`src/rtl/elastic_pipe_reg.sv`:
```
// Elastic pipeline register: STAGES slots with per-slot valid, valid/ready handshake,
// bubble collapsing, synchronous flush, global stall and an optional skid slot.
module elastic_pipe_reg #(
  parameter int DATA_W = 32,
  parameter int STAGES = 1,
  parameter int SKID = 1,
  parameter logic [DATA_W-1:0] RESET_VAL = '0,
  localparam int OCC_W = $clog2(STAGES + SKID + 1)
) (
  input  logic              clk,
  input  logic              rst,
  input  logic              i_valid,
  output logic              o_ready,
  input  logic [DATA_W-1:0] i_data,
  input  logic              i_stall,
  input  logic              i_flush,
  output logic              o_valid,
  input  logic              i_ready,
  output logic [DATA_W-1:0] o_data,
  output logic [OCC_W-1:0]  o_occupancy
);

  logic              run;
  logic              in_xfer;
  logic              out_xfer;
  logic [STAGES-1:0] v_q;
  logic [STAGES-1:0] v_d;
  logic [STAGES-1:0] acc;
  logic [DATA_W-1:0] d_q [STAGES];
  logic              skid_v_q;
  logic              skid_v_d;
  logic [DATA_W-1:0] skid_d_q;
  logic              started_q;
  logic              src_v;
  logic [DATA_W-1:0] src_d;
  logic [OCC_W-1:0]  occ_q;
  logic [OCC_W-1:0]  occ_d;

  assign run         = !i_stall && !i_flush;
  assign o_valid     = v_q[STAGES-1] && run;
  assign o_data      = d_q[STAGES-1];
  assign out_xfer    = o_valid && i_ready;
  assign in_xfer     = i_valid && o_ready;
  assign o_occupancy = occ_q;

  // With a skid slot, o_ready depends only on flops plus stall/flush, never on i_ready.
  assign o_ready = (SKID != 0) ? (started_q && !skid_v_q && run)
                               : (acc[0] && run && rst);

  always_comb begin
    acc = '0;
    acc[STAGES-1] = !v_q[STAGES-1] || out_xfer;
    for (int k = STAGES - 2; k >= 0; k--) begin
      acc[k] = !v_q[k] || acc[k+1];
    end
  end

  // A held skid entry is older than anything on the input, so it feeds slot 0 first.
  always_comb begin
    src_v = in_xfer;
    src_d = i_data;
    if (SKID != 0 && skid_v_q) begin
      src_v = 1'b1;
      src_d = skid_d_q;
    end
  end

  always_comb begin
    v_d      = v_q;
    skid_v_d = skid_v_q;
    if (i_flush) begin
      v_d      = '0;
      skid_v_d = 1'b0;
    end else if (!i_stall) begin
      for (int k = 1; k < STAGES; k++) begin
        if (acc[k]) v_d[k] = v_q[k-1];
      end
      if (acc[0]) v_d[0] = src_v;
      if (SKID != 0) begin
        if (skid_v_q) begin
          if (acc[0]) skid_v_d = 1'b0;
        end else if (in_xfer && !acc[0]) begin
          skid_v_d = 1'b1;
        end
      end
    end
    occ_d = '0;
    for (int k = 0; k < STAGES; k++) begin
      occ_d = occ_d + OCC_W'(v_d[k]);
    end
    occ_d = occ_d + OCC_W'(skid_v_d);
  end

  always_ff @(posedge clk or negedge rst) begin
    if (!rst) begin
      v_q       <= '0;
      skid_v_q  <= 1'b0;
      started_q <= 1'b0;
      occ_q     <= '0;
    end else begin
      v_q       <= v_d;
      skid_v_q  <= skid_v_d;
      started_q <= 1'b1;
      occ_q     <= occ_d;
    end
  end

  // Data only moves with a valid source so o_data keeps its last value when idle.
  always_ff @(posedge clk or negedge rst) begin
    if (!rst) begin
      for (int k = 0; k < STAGES; k++) begin
        d_q[k] <= RESET_VAL;
      end
      skid_d_q <= RESET_VAL;
    end else if (run) begin
      if (acc[0] && src_v) d_q[0] <= src_d;
      for (int k = 1; k < STAGES; k++) begin
        if (acc[k] && v_q[k-1]) d_q[k] <= d_q[k-1];
      end
      if (SKID != 0 && !skid_v_q && in_xfer && !acc[0]) skid_d_q <= i_data;
    end
  end

endmodule

```
`config.mk`:
```
export PLATFORM = sky130hd
export DESIGN_NAME = elastic_pipe_reg
export DESIGN_NICKNAME = d
export VERILOG_FILES = /design/src/rtl/elastic_pipe_reg.sv
export SDC_FILE = /design/constraint.sdc
export NUM_CORES = 1
export LEC_CHECK = 0
export CELL_PAD_IN_SITES_DETAIL_PLACEMENT = 0
export CELL_PAD_IN_SITES_GLOBAL_PLACEMENT = 2
export CORE_MARGIN = 2
export CORE_UTILIZATION = 32
export CTS_CLUSTER_SIZE = 12
export DETAILED_ROUTE_END_ITERATION = 6
export PLACE_DENSITY_LB_ADDON = 0.1
export SLEW_MARGIN = 15
export SYNTH_ARGS = -nofsm -noshare
export SYNTH_HDL_FRONTEND = slang
export SYNTH_SLANG_ARGS = --single-unit
```
`constraint.sdc`:
```
create_clock -name clk -period 2.1 [get_ports clk]
set_input_delay 0.315 -clock clk [delete_from_list [all_inputs] [get_ports clk]]
set_output_delay 0.315 -clock clk [all_outputs]
set_load 0.1 [all_outputs]
```
==> reports/metrics.yaml <==
timing:
  setup_total_negative_slack_ns: 0
  worst_pin_slew_ns: 0.805
  hold_violations: 0
  report.final.slew_viol_count: 0
  finalCritPeriodShare_pct: 89.5
  achievable-frequency_mhz: 532
  setup_viol: 0
  final.setup_skew_ns: 0.0103
  relSlewSlack_pct: 46.0
  fin_crit_ns: 1.88
  grt_setup_unrepaired: "no"
synth:
  number_of_warnings_printed_during_yosys_synthesis: 0
  synth_edf_count: 0
  ys_dominant_reg_cell: "dfrtp_1"
  syn_area_per_cell_sq_um: 11.1
  synthesis.instances: 304
  mappedNetlistArea_sq_um: 3360
  synth.yosys.seq_area_share_pct: 51.4
  synth_cell_types: 28
  ys_seq_elements: 69
  syn-num-nets: 343
  synth_async_sr_flop_share_pct: 100
floorplan:
  floorplan.rows: 37
  placeableCoreArea_sq_um: 10300
  die_x_um: 106
  initial_utilization_pct: 32.7
  ios: 74
  dieArea_sq_um: 11300
  die_height_um: 106
cells_and_area:
  multi_input_gate_area_sq_um: 1260
  diodes: 0
  num-nets-final: 427
  drive_above_1_share_pct: 27.0
  final_core_utilization_pct: 44.3
  syn2layout_area_growth_pct: 35.4
  final.fill_count: 1007
  layout.area.seq_sq_um: 1730
routing:
  route.vias.total: 2762
  finalWirelength_um: 9690
  route.detailed.wl_per_inst_um: 18.3
  detail_route.vias_per_cell: 5.22
  route.antenna.remaining_nets: 0
  drt-pass1-iter-count: 5
  route.detailed.drc: 0
  drtIter0Drc: 208
setup_path:
  crit_arrival_ns: 1.57
  path_buf_inv: 3
  critPathCaptureType: "output port"
  critPathKind: "in -> out"
  worst_path_largest_cell_delay_ns: 0.41
  required_time_at_the_endpoint_of_the_critical_path_ns: 1.78
  cp_cell_sequence: "clkdlybuf4s50_1 -> buf_4 -> nor2_1 -> and2_1 -> buf_12"
  crit_path_start_kind: "input pin"
  critical_path.startpoint: "i_flush"
  critical_path.slowest_cell: "clkdlybuf4s50_1"
  critical_path.reg2reg.startpoint: "v_q"
  path_delay_family: "buffers and inverters"
  worst-path-max-fanout: 5
placed_design:
  place.port_buffers: 73
  place_hpwl_um: 6050
  place_congestion: 0.712
grt:
  grt_pass1_vias: 2873
  initial_antenna_violation_count: 0
  grt_start_max_net_pins: 42
  grt.overflow.total: 0
  grt_util_all_layers_pct: 17.9
  first_pass_grt_wire_length_um: 15700
clock_network:
  clk_pin_slew_ns: 0.07
  clock_sinks: 69
  tritoncts_clock_tree: "built"
  cts_made_buffers: 9
  clk-insertion-delay-late_ns: 0.35
  cts_resized: 0
  htreeDepth: 3
  cts-root-to-sink-buffers: 2
  cts_root_buffer: "clkbuf_8"
  hold_buffers: 1
  postCtsSetupRepairBufs: 0
run_status:
  run_status: "complete, no violations"
pwr:
  vdd_drop_max_mv: 0.322
  cellLeakagePower_nw: 2.27
  power_density_nw_per_um2: 832
min_path:
  hp-class: "in -> async"
run:
  maxCapViolations: 0
==> worst reg2reg max path, stage by stage (launching register included) <==
cell	delay (ns)
dfrtp_1	0.40
nor2b_4	0.14
nor3_2	0.65
buf_12	0.27
a222oi_1	0.12
==> through the flow <==
step	setup WS, ns	std cells	power [mW]	cell area [sq um]	hold WS (ns)
2_1_floorplan	0.474	304	2.25	3360	0.0194
3_3_place_gp	-0.0647	512	2.56	4320	0.284
3_5_place_dp	-0.0477	512	2.57	4320	0.280
4_1_cts	0.210	529	3.84	4550	0.449
5_1_grt	0.131	529	3.96	4550	0.474
6_report	0.220	529	3.79	4550	0.438
==> metal layers <==
layer  part of all wire [%]  track usage [%]  up-vias
met5                      0                0        -
met4                    1.4             7.88        0
met3                    4.8             3.19       11
met2                     48             28.5       87
met1                     46             23.9     1381
li1                       -                -     1283
==> Yosys cell counts, drive strengths merged, types with 2 or more instances <==
cell type	n	area [sq um]
o41ai	27	236
nor2	3	11.3
buf	15	81.3
dfrtp	69	1730
mux2	27	304
mux2i	5	50.1
nor3	2	10.0
inv	71	267
a222oi	32	320
nand2b	2	12.5
nor2b	2	15.0
clkbuf	10	37.5
and2	2	12.5
a21o	27	203
==> cells in the final DEF, fill, tap and decap left out, types with 3 or more instances in the layout <==
master / n
buf_4: 55
nor2_1: 3
inv_1: 70
dfrtp_1: 69
clkdlybuf4s50_1: 36
a222oi_1: 32
mux2_2: 26
mux2i_1: 5
o41ai_1: 27
a21o_1: 27
clkbuf_8: 11
buf_12: 6
==> worst paths after layout <==
| kind | end | slack [ns] | cells past startpoint |
|---|---|---|---|
| min in group clk | skid_d_q[4] | 0.50 | 1 |
| max in group asynchronous | skid_d_q[14] | 1.09 | 3 |
| min reg2reg | skid_d_q[4] | 0.50 | 1 |
| max reg2reg | o_data[12] | 0.38 | 4 |
| min | skid_d_q[30] | 0.44 | 2 |
| max | o_ready | 0.22 | 5 |
==> sequential cells by signal (all words and copies together) (netlist names) <==
name         count
o_data          32
skid_d_q        32
o_occupancy      2
skid_v_q         1
started_q        1
v_q              1
==> cells by family (layout without fill, tap and decap cells) <==
group	Yosys count	count (layout)	synth area share (%)
buffers and inverters	96	185	11.5
and+or+nand+nor	16	16	2.94
muxes	32	32	10.5
AOI/OAI and AO/OA	89	89	23.2
adders and majority gates	1	1	0.372
other	1	1	0.112
DFF	69	69	51.4
==> report_power, final <==
part | switching, mW | internal, mW | total, mW
Sequential | 0.0699 | 1.44 | 1.51
Combinational | 0.713 | 0.317 | 1.03
Clock | 0.515 | 0.731 | 1.25
Total | 1.30 | 2.49 | 3.79
==> layout make-up <==
type	instances	area share (%)
inverter	71	5.86
tap	136	3.74
clock buffer	12	3.41
clock inverter	4	1.54
timing repair buffer	98	19.9
sequential	69	37.9
multi-input combinational	139	27.7
Note: power is estimated with default switching activity, not from simulation.
